$ cat src/rtl/uart_cmd_parser.sv
// ASCII register command parser between a UART RX ring buffer and its TX buffer.
// First reply byte is offered 3 cycles after a terminating CR appears; TX stalls hold state while iTxFull is high.
module uart_cmd_parser #(
  parameter int NREGS = 4,
  parameter int RXAW  = 3
) (
  input  logic            iClk,
  input  logic            iRst,
  input  logic [7:0]      iRxData,
  input  logic [RXAW-1:0] iRxWrAddr,
  output logic [RXAW-1:0] oRxRdAddr,
  output logic [7:0]      oTxData,
  output logic            oTxWe,
  input  logic            iTxFull,
  output logic [7:0]      oLeds,
  output logic [7:0]      oCmdCount,
  output logic            oErr
);

  localparam int          AW       = (NREGS > 1) ? $clog2(NREGS) : 1;
  localparam logic [7:0]  CH_CR    = 8'h0D;
  localparam logic [7:0]  CH_LF    = 8'h0A;
  localparam logic [7:0]  ADDR_LIM = 8'(48 + NREGS);

  typedef enum logic [2:0] {
    S_IDLE,
    S_FETCH,
    S_PARSE,
    S_DISCARD,
    S_REPLY
  } state_t;

  typedef enum logic [2:0] {
    A_SKIP,
    A_NEXT,
    A_ERR,
    A_EREPLY,
    A_READ,
    A_WRITE
  } act_t;

  state_t          r_state;
  logic [RXAW-1:0] r_rd_addr;
  logic [7:0]      r_regs [NREGS];
  logic [7:0]      r_cnt;
  logic            r_err;
  logic            r_disc;
  logic [2:0]      r_pos;
  logic            r_is_w;
  logic [AW-1:0]   r_addr;
  logic [3:0]      r_hi;
  logic [3:0]      r_lo;
  logic [7:0]      r_tx_buf [4];
  logic [2:0]      r_tx_len;
  logic [1:0]      r_tx_idx;

  logic            w_is_cr;
  logic            w_is_hex;
  logic            w_is_addr;
  logic [3:0]      w_hex_val;
  act_t            w_bad;
  act_t            w_act;
  logic [7:0]      w_rd_val;

  function automatic logic [7:0] hex_char(input logic [3:0] n);
    return (n < 4'd10) ? (8'h30 + {4'h0, n}) : (8'h37 + {4'h0, n});
  endfunction

  assign w_is_cr   = (iRxData == CH_CR);
  assign w_is_addr = (iRxData >= 8'h30) && (iRxData < ADDR_LIM);
  assign w_bad     = w_is_cr ? A_EREPLY : A_ERR;
  assign w_rd_val  = r_regs[r_addr];

  always_comb begin
    w_is_hex  = 1'b0;
    w_hex_val = 4'h0;
    if (iRxData >= 8'h30 && iRxData <= 8'h39) begin
      w_is_hex  = 1'b1;
      w_hex_val = iRxData[3:0];
    end else if ((iRxData >= 8'h41 && iRxData <= 8'h46) ||
                 (iRxData >= 8'h61 && iRxData <= 8'h66)) begin
      w_is_hex  = 1'b1;
      w_hex_val = iRxData[3:0] + 4'd9;
    end
  end

  // Grammar decision for the byte being parsed; r_pos counts accepted characters of the current line.
  always_comb begin
    w_act = A_SKIP;
    if (iRxData == CH_LF) begin
      w_act = A_SKIP;
    end else if (r_disc) begin
      w_act = w_is_cr ? A_EREPLY : A_SKIP;
    end else begin
      case (r_pos)
        3'd0: begin
          if (w_is_cr)                                  w_act = A_SKIP;
          else if (iRxData == 8'h52 || iRxData == 8'h57) w_act = A_NEXT;
          else                                           w_act = A_ERR;
        end
        3'd1:    w_act = w_is_addr ? A_NEXT : w_bad;
        3'd2: begin
          if (!r_is_w) w_act = w_is_cr ? A_READ : A_ERR;
          else         w_act = w_is_hex ? A_NEXT : w_bad;
        end
        3'd3:    w_act = w_is_hex ? A_NEXT : w_bad;
        default: w_act = w_is_cr ? A_WRITE : A_ERR;
      endcase
    end
  end

  always_ff @(posedge iClk) begin
    if (!iRst) begin
      r_state   <= S_IDLE;
      r_rd_addr <= '0;
      r_cnt     <= '0;
      r_err     <= 1'b0;
      r_disc    <= 1'b0;
      r_pos     <= '0;
      r_is_w    <= 1'b0;
      r_addr    <= '0;
      r_hi      <= '0;
      r_lo      <= '0;
      r_tx_len  <= '0;
      r_tx_idx  <= '0;
      for (int i = 0; i < NREGS; i++) r_regs[i] <= '0;
      for (int i = 0; i < 4; i++)     r_tx_buf[i] <= '0;
    end else begin
      r_err <= 1'b0;
      case (r_state)
        S_IDLE, S_DISCARD: begin
          if (r_rd_addr != iRxWrAddr) r_state <= S_FETCH;
        end
        S_FETCH: r_state <= S_PARSE;
        S_PARSE: begin
          r_rd_addr <= r_rd_addr + 1'b1;
          r_tx_idx  <= '0;
          case (w_act)
            A_NEXT: begin
              r_pos   <= r_pos + 3'd1;
              r_state <= S_IDLE;
              case (r_pos)
                3'd0:    r_is_w <= (iRxData == 8'h57);
                3'd1:    r_addr <= iRxData[AW-1:0];
                3'd2:    r_hi   <= w_hex_val;
                default: r_lo   <= w_hex_val;
              endcase
            end
            A_ERR: begin
              r_disc  <= 1'b1;
              r_pos   <= '0;
              r_state <= S_DISCARD;
            end
            A_EREPLY: begin
              r_disc      <= 1'b0;
              r_pos       <= '0;
              r_err       <= 1'b1;
              r_tx_buf[0] <= 8'h45;
              r_tx_buf[1] <= CH_CR;
              r_tx_buf[2] <= CH_LF;
              r_tx_buf[3] <= 8'h00;
              r_tx_len    <= 3'd3;
              r_state     <= S_REPLY;
            end
            A_READ: begin
              r_pos       <= '0;
              r_cnt       <= r_cnt + 8'd1;
              r_tx_buf[0] <= hex_char(w_rd_val[7:4]);
              r_tx_buf[1] <= hex_char(w_rd_val[3:0]);
              r_tx_buf[2] <= CH_CR;
              r_tx_buf[3] <= CH_LF;
              r_tx_len    <= 3'd4;
              r_state     <= S_REPLY;
            end
            A_WRITE: begin
              r_pos          <= '0;
              r_cnt          <= r_cnt + 8'd1;
              r_regs[r_addr] <= {r_hi, r_lo};
              r_tx_buf[0]    <= 8'h4B;
              r_tx_buf[1]    <= CH_CR;
              r_tx_buf[2]    <= CH_LF;
              r_tx_buf[3]    <= 8'h00;
              r_tx_len       <= 3'd3;
              r_state        <= S_REPLY;
            end
            default: r_state <= r_disc ? S_DISCARD : S_IDLE;
          endcase
        end
        S_REPLY: begin
          if (!iTxFull) begin
            if ({1'b0, r_tx_idx} == r_tx_len - 3'd1) begin
              r_tx_idx <= '0;
              r_state  <= S_IDLE;
            end else begin
              r_tx_idx <= r_tx_idx + 2'd1;
            end
          end
        end
        default: r_state <= S_IDLE;
      endcase
    end
  end

  // The strobe is qualified combinationally so it can never coincide with a full TX buffer.
  assign oTxWe     = (r_state == S_REPLY) && !iTxFull;
  assign oTxData   = r_tx_buf[r_tx_idx];
  assign oRxRdAddr = r_rd_addr;
  assign oLeds     = r_regs[0];
  assign oCmdCount = r_cnt;
  assign oErr      = r_err;

endmodule

$ cat config.mk
export PLATFORM = sky130hd
export DESIGN_NAME = uart_cmd_parser
export DESIGN_NICKNAME = d
export VERILOG_FILES = /design/src/rtl/uart_cmd_parser.sv
export SDC_FILE = /design/constraint.sdc
export NUM_CORES = 1
export LEC_CHECK = 0
export BUFFER_PORTS_ARGS = -buffer_cell sky130_fd_sc_hd__buf_4
export CORE_ASPECT_RATIO = 1.4
export CORE_MARGIN = 2
export CORE_UTILIZATION = 59
export DETAILED_ROUTE_END_ITERATION = 8
export PLACE_DENSITY_LB_ADDON = 0.1
export SLEW_MARGIN = 0
export SYNTH_ARGS = -nofsm -noshare
export SYNTH_HDL_FRONTEND = slang
export SYNTH_SLANG_ARGS = --single-unit
export TNS_END_PERCENT = 30
$ cat constraint.sdc
create_clock -name iClk -period 3.7 [get_ports iClk]
set_input_delay 0.185 -clock iClk [delete_from_list [all_inputs] [get_ports iClk]]
set_output_delay 0.185 -clock iClk [all_outputs]
set_load 0.05 [all_outputs]
* After elaboration in Yosys (flattened, before gate mapping)
Memory sizes are Yosys's and may differ from the RTL's. A register that Yosys moved wholly into a read port is not among the register bits.
Cells that the tools add are included.
** Storage, ports and cells
- Register bits :: 35
- Memory bits (writable) :: 60
- Input bits :: 14
- Output and inout bits :: 29
- Word-level logic and storage cells :: 160
- Memories :: 2
** Cells by class
- Add/sub/neg operators :: 10
- Order comparisons :: 9
- Equality and inequality tests :: 21
- Muxes and demuxes :: 62
- Bitwise logic cells :: 13
- Reductions and logical operators :: 31
** Memory list
- r_regs :: depth 4, bits a word 8, read ports 2, clocked after Yosys merged registers in 1, wr ports 4, RTL line 44 : logic [7:0] r_regs [NREGS];
- r_tx_buf :: depth 4, bits a word 7, read ports 1, clocked after Yosys merged registers in 1, wr ports 4, RTL line 53 : logic [7:0] r_tx_buf [4];
** Operators by type and width (count)
- 2-to-1 mux 7 bit :: 14
- adder 6 x 4 -> 7 bit (first input constant) :: 4
- 2-to-1 mux 2 bit :: 13
- 2-to-1 mux 3 bit :: 8
- case mux 3 bit (4 select lines) :: 2
- == test 3 x 2 -> 1 bit (second input constant) :: 6
- 2-to-1 mux 1 bit :: 17
- == test 8 x 4 -> 1 bit (second input constant) :: 2
- == test 8 x 7 -> 1 bit (second input constant) :: 2
- >= comparator 8 x 7 -> 1 bit (second input constant) :: 2
- <= comparator 8 x 7 -> 1 bit (second input constant) :: 2
- AND reduction 3 bit :: 5
- OR 1 bit :: 12
- case mux 3 bit (2 select lines) :: 2
- AND reduction 2 bit :: 5
- == test 3 x 1 -> 1 bit (second input constant) :: 3
- == test 3 bit (second input constant) :: 3
- case mux 3 bit (3 select lines) :: 1
- adder 8 x 1 -> 8 bit (second input constant) :: 1
- >= comparator 8 x 6 -> 1 bit (second input constant) :: 1
- <= comparator 8 x 6 -> 1 bit (second input constant) :: 1
- less-than comparator 4 bit (second input constant) :: 2
- less-than comparator 8 x 6 -> 1 bit (second input constant) :: 1
- 2-to-1 mux 4 bit :: 2
- 20 further kinds :: 35

* Depth between registers and ports, before layout
Gate-level depths: netlist of the first run.
- Depth in word-level cells :: 18
- Depth in mapped cells :: 12
- Depth with buffers taken out :: 9

* Worst setup path before layout of the first run
Ideal clock, no wire load.
- Kind :: input to register
- Start :: input port iRxData[7]
- End :: memory r_regs[0][0] (enable)
- Library setup time :: 0.387 ns
- Data arrival time :: 2.400 ns
- Required time :: 3.313 ns
- Slack :: 0.914 ns
- Stages on the path :: 7
- Buffers on the path :: 0
- Path through :: or3b_2 > a2111oi_4 > or3_1 > a21oi_2 > nor2_1 > nand2_1 > o31ai_1
** RTL lines
- start: declaration :: RTL line 9 : input logic [7:0] iRxData,
- end: declaration :: RTL line 44

==> results of run 1 <==
worst max-delay path: cells and delay by family, from the launching register on:
kind | cells | cell delay (ps)
adder cells (fa/ha/maj) | 1 | 240
AO/OA/AOI/OAI | 5 | 990
AND/OR/NAND/NOR | 2 | 1170
flip-flops | 1 | 430
Yosys cell counts (3+ instances only):
library cell and count:
a21o_1 5, o21bai_1 3, clkbuf_1 17, xnor2_1 4, and3_1 11, o22ai_1 7
buf_2 4, o21a_1 4, o31a_1 3, inv_1 21, edfxtp_1 33, o31ai_1 6
nor2_1 28, mux2i_1 15, nor2b_1 8, dfxtp_1 55, a31oi_1 4, a211oi_1 7
nand2_1 50, and2_1 20, or3_1 4, nand2b_1 11, nand3_1 17, nor3_1 14
a21oi_1 32, ha_1 13, nand4_1 3, o21ai_0 19, nor3b_1 3, xor2_1 5
nor4_1 6, mux4_2 10
registers in the layout, summed over array words and instances, names as in the netlist, 3 cells and up, named ones only:
register   cells
r_hi           4
r_lo           4
r_tx_buf      18
r_pos          3
oRxRdAddr      3
r_regs        32
r_state        3
oCmdCount      8
per-stage QoR:
stage / utilization, % / worst slack [ps] / cells / total power, uW / hold slack [ps]
final: 68.47 / 788.2 / 619 / 2100 / 149.2
after global routing: 68.47 / 580.4 / 619 / 2175 / 150.7
after CTS: 68.47 / 841.6 / 619 / 2113 / 130.8
after detailed placement: 65.22 / 669.1 / 603 / 1302 / 447.1
after global placement: 65.22 / 776.9 / 603 / 1297 / 440.1
after floorplan: - / 913.6 / 483 / 1233 / 334.9
power by group:
group	internal, uW	switching, uW
registers	1030	26.3
clock network	458	360
logic	81.1	142
metal layers:
layer | up-vias | global-route usage (%) | routed length [um]
met1 | 1774 | 31.43 | 4411
met3 | 12 | 3.777 | 325
met5 | - | 0 | 0
met4 | 0 | 8.990 | 150
met2 | 81 | 43.16 | 5315
li1 | 1825 | - | -
cells by family after synthesis:
group / synth area share, %
mux: 8.030
buf+inv: 4.283
compound gates: 15.95
xor+xnor: 1.686
simple gates: 21.74
flops: 44.75
fa+ha+maj: 3.480
other cells: 0.08022
path summary, 6_finish.rpt:
kind	from	endpoint	slack, ps	cells past startpoint
min	iRxData[1]	register	150	3
max reg2reg	r_pos[0]	r_tx_buf[0][0]	790	8
max	r_pos[0]	r_tx_buf[0][0]	790	8
min reg2reg	r_tx_buf[2][1]	r_tx_buf[2][1]	460	2
cell type report:
class                   count  area [um2]
clock inverters             7       126.4
multi-input cells         348        2382
inverters                  21       78.83
repair buffers             46       345.3
fillers                   621        2429
flip-flops and latches     88        2092
well taps                 100       125.1
clock buffers               9       123.9
==> results.json, run 1 <==
{
  "status": "finished clean",
  "grt_usage_pct": 24.84,
  "first_global_vias": 3382,
  "root_buffer": "clkbuf_8",
  "grt_overflow_total": 0,
  "clkTransAtPathRegs_ps": 90,
  "tns_ps": 0,
  "cts_tree": "yes",
  "antenna_left": 0,
  "initial_utilization_pct": 60.69,
  "avgSynthCellArea_um2": 9.678,
  "final_common_cell": "dfxtp_1",
  "end_kind": "register",
  "max_freq_mhz": 343.4,
  "hold_buffers": 0,
  "core_area_mm2": 0.007702,
  "drtPass1Iterations": 5,
  "wire_per_inst_um": 16.48,
  "synth_edf_count": 33,
  "routed_via_density": 5.964,
  "slowest_stage": "nor3b_1",
  "post-synth-top-area-cell": "dfxtp_1",
  "antenna_cells": 0,
  "clockBufferDepth": 2,
  "synth_area_leaders": "dfxtp_1 (24%), edfxtp_1 (21%), mux4_2 (4.8%), nand2_1 (4.0%), ha_1 (3.5%)",
  "wirelength_um": 10200,
  "cts.sinks": 88,
  "cp_max_fo": 6,
  "ir_drop_mv": 0.2591,
  "synthesis.instances": 483,
  "synth_flop_cell": "dfxtp_1",
  "p_leak_uw": 0.002066,
  "grt_max_degree": 41,
  "crit_top_cell": "a21oi_1",
  "yosysUniqueCellTypes": 66,
  "hold_class": "input pin to register",
  "cap_violations": 0,
  "drv_slew": 0,
  "powerDensity_mw_per_mm2": 398.2,
  "clk_latency_ps": 360,
  "gp_congestion": 0.8961,
  "grt_pass1_wl_um": 16480,
  "dp_hpwl_um": 7298,
  "rsz0062_at_grt": "false",
  "layout_common_cells": "dfxtp_1 (55), nand2_1 (50), buf_4 (46)",
  "fin_crit_ps": 2912,
  "io_buffers": 41,
  "critical_path_class": "register to register",
  "synth_area_mm2": 0.004674,
  "max-slew-margin-rel_pct": 33.09,
  "required_ps": 3980,
  "crit_path_cell_trace": "ha_1, nor2b_1, o22ai_1, o221a_2, a21oi_1, nor3b_1, o31ai_1, a21oi_1",
  "area_delta_synth_final_pct": 12.82,
  "arrival_ps": 3190,
  "die_h_um": 109.3,
  "finalSetupViolCount": 0,
  "yosysWarnings": 0,
  "synth_top_area_share_pct": 23.55,
  "final_layout_size_suffix_gt1_share_pct": 16.38,
  "cp_slowest_stage_delay_ps": 760,
  "period_share_pct": 78.70,
  "die_x_um": 79.23,
  "finClkSkew_ps": 6.765,
  "cts_buffers": 9,
  "postCtsSetupBuffers": 0,
  "hold_viol_final": 0,
  "antenna_found_initial": 0,
  "ys_ff_latch": 88,
  "nNetsFinal": 541,
  "drc": 0,
  "drtIter0Drc": 268,
  "startpoint_type": "register",
  "h-tree-depth": 3,
  "fin_area_mm2": 0.005274,
  "post_dp_cell_area_mm2": 0.005024,
  "ios": 43,
  "ys_seq_area_share_pct": 44.75,
  "post_cts_resized": 0,
  "worst_pin_slew_ps": 1003,
  "vias": 3692,
  "rows": 38,
  "die_area_mm2": 0.008661,
  "async_flop_share_pct": 0,
  "synthesis.nets": 510
}
(Power assumes the default switching activity.)
==> inputs of run 2 (changes only) <==
- ABC_AREA: not set -> 1
- clock period: 3.7 -> 3 ns (I/O delays scaled with it)
==> run 2 against run 1 <==
  * Register-to-register slack worse by 440 ps
  * Sequential share of layout area up 0.85 points
  * Setup slack worse by 440 ps
  * Cell area down 2.1%
  * Via count up 5.0%
  * Clock skew grew 3.2 ps
  * Largest cell class unchanged
  * Highest routed layer unchanged
==> results.json, run 2 <==
{
  "root_buffer": "clkbuf_8",
  "ir_drop_mv": 0.3435,
  "post_cts_resized": 0,
  "arrival_ps": 2710,
  "synth_top_family_by_area": "simple AND/OR/NAND/NOR gates",
  "holdWs_ps": 127.1,
  "synthAdderAreaFrac_pct": 3.536,
  "dp_hpwl_um": 7392,
  "p_leak_uw": 0.002174,
  "synth_area_mm2": 0.004599,
  "hold_end": "r_state[2]",
  "required_ps": 3050,
  "synth_compound_area_share_pct": 12.13,
  "cts_buffers": 9,
  "rsz0062_at_grt": "false",
  "post-synth-top-area-cell": "dfxtp_1",
  "io_buffers": 41,
  "synth_most_common_cell": "nand2_1",
  "finClkSkew_ps": 9.966,
  "dp_cells": 705,
  "grt_max_degree": 25,
  "rows": 38,
  "max-slew-margin-rel_pct": 48.38,
  "antenna_found_initial": 0,
  "status": "finished clean",
  "nNetsFinal": 643,
  "area_delta_synth_final_pct": 12.27,
  "tns_ps": 0,
  "ios": 43,
  "period_share_pct": 88.54,
  "r2r_end": "r_regs[0][2]",
  "avgSynthCellArea_um2": 7.985,
  "worst_pin_slew_ps": 773.4,
  "antenna_left": 0,
  "first_global_vias": 3631,
  "hold_viol_final": 0,
  "synth_area_leaders": "dfxtp_1 (24%), edfxtp_1 (22%), nand2_1 (10%), nor2_1 (6.2%), a21oi_1 (5.3%)",
  "wirelength_um": 9898,
  "startpoint_type": "register",
  "synth-xor-area-share_pct": 2.666,
  "finalSetupViolCount": 0,
  "synth_mux_area_share_pct": 0.2176,
  "end_kind": "register",
  "h-tree-depth": 3,
  "die_x_um": 78.62,
  "fin_crit_ps": 2656,
  "final_cells": 721,
  "synth_flop_cell": "dfxtp_1",
  "final_layout_size_suffix_gt1_share_pct": 15.30,
  "synthesis.nets": 603,
  "synth_edf_count": 33,
  "dp_slack_ps": 345.3,
  "powerDensity_mw_per_mm2": 501.1,
  "async_flop_share_pct": 0,
  "grt_pass1_wl_um": 16140,
  "cts_tree": "yes",
  "vias": 3875,
  "setup_ws_ps": 343.9,
  "power.total_uw": 2588,
  "grt_usage_pct": 24.39,
  "hold_class": "input pin to register",
  "clockBufferDepth": 2,
  "routed_via_density": 5.374,
  "whs_path_depth": 3,
  "seq_area_mm2": 0.002092,
  "drv_slew": 0,
  "gp_congestion": 0.9014,
  "ff2ff_setup_slack_ps": 340,
  "core_area_mm2": 0.007655,
  "antenna_cells": 0,
  "yosysWarnings": 0,
  "synthTopCellsByCount": "nand2_1 (126), nor2_1 (76), inv_1 (62)",
  "rr_worst_depth": 16,
  "fill_cells": 658,
  "postCtsSetupBuffers": 0,
  "cap_violations": 0,
  "timing.rr.start": "r_pos[0]",
  "yosysUniqueCellTypes": 46,
  "hold_buffers": 0,
  "clkTransAtPathRegs_ps": 90,
  "die_area_mm2": 0.008528,
  "drc": 0,
  "layout_common_cells": "nand2_1 (126), nor2_1 (76), inv_1 (62)",
  "die_h_um": 108.5,
  "ys_ff_latch": 88,
  "synthSimpleGateAreaFrac_pct": 27.83,
  "critical_path_class": "register to register",
  "drtIter0Drc": 198,
  "startpoint": "r_pos[0]",
  "largest_reg_flops": 32,
  "drtPass1Iterations": 4,
  "cp_max_fo": 9,
  "cts.sinks": 88,
  "regMostFlops": "r_regs",
  "clk_latency_ps": 370,
  "initial_utilization_pct": 60.08,
  "synthesis.instances": 576,
  "final_common_cell": "nand2_1",
  "synth_top_area_share_pct": 23.94,
  "max_freq_mhz": 376.5,
  "grt_overflow_total": 0,
  "hp-start": "iTxFull",
  "wire_per_inst_um": 13.73,
  "ys_seq_area_share_pct": 45.48,
  "multiInputGateArea_mm2": 0.002137
}
[run 2: how the worst max path moves through the flow]
stage                        end  slack, ps  depth (start not counted)
global placement    r_regs[0][2]        480                         16
finish              r_regs[0][2]        340                         16
global route        r_regs[1][3]        120                         16
floorplan           r_regs[3][0]        320                         14
detailed placement  r_regs[0][6]        350                         16
CTS                 r_regs[0][6]        330                         16
[run 2: cells by family after synthesis]
| logic type | Yosys count |
|---|---|
| flops | 88 |
| simple gates | 275 |
| fa+ha+maj | 13 |
| xor+xnor | 14 |
| buf+inv | 87 |
| compound gates | 97 |
| mux | 1 |
| other cells | 1 |
[run 2: final cells by class]
| cell class | instances | area share (%) |
|---|---|---|
| Multi-Input combinational cell | 401 | 41.39 |
| Sequential cell | 88 | 40.51 |
| Timing Repair Buffer | 45 | 6.542 |
| Clock buffer | 9 | 2.399 |
| Clock inverter | 7 | 1.502 |
| Tap cell | 100 | 2.423 |
| Inverter | 71 | 5.234 |
[run 2: per-layer routing]
metal | GRT usage (%) | wire length (um) | vias to the layer above
met1 | 27.70 | 4067 | 1772
met3 | 4.758 | 433 | 23
met4 | 12.41 | 301 | 0
li1 | - | - | 1977
met5 | 0 | 0 | -
met2 | 43.22 | 5096 | 103
[run 2: per-stage QoR]
| step | util (%) | area, um2 |
|---|---|---|
| 3_3_place_gp | 64.83 | 4962 |
| 6_report | 67.46 | 5164 |
| 5_1_grt | 67.46 | 5164 |
| 2_1_floorplan | - | 4599 |
| 4_1_cts | 67.46 | 5164 |
| 3_5_place_dp | 64.83 | 4962 |
[run 2: power by group]
group          internal, uW  leakage (uW)  switching (uW)
clock                   393     0.0000968             449
sequential             1290      0.000785            37.6
combinational           132       0.00129             289
total                  1810       0.00217             776
[run 2: critical path, cell delays in order, from the launching register on]
cell      delay [ps]
dfxtp_1          340
inv_1            120
ha_1             170
inv_1             70
nor2_2           200
inv_1             90
o21bai_1         120
o21ai_1           70
nand2_1           70
nand2_1           60
nand2_2           90
nand2_4           80
nor2_4           180
nand4_4          100
clkinv_2         150
nand3_4          130
nand2_1          280
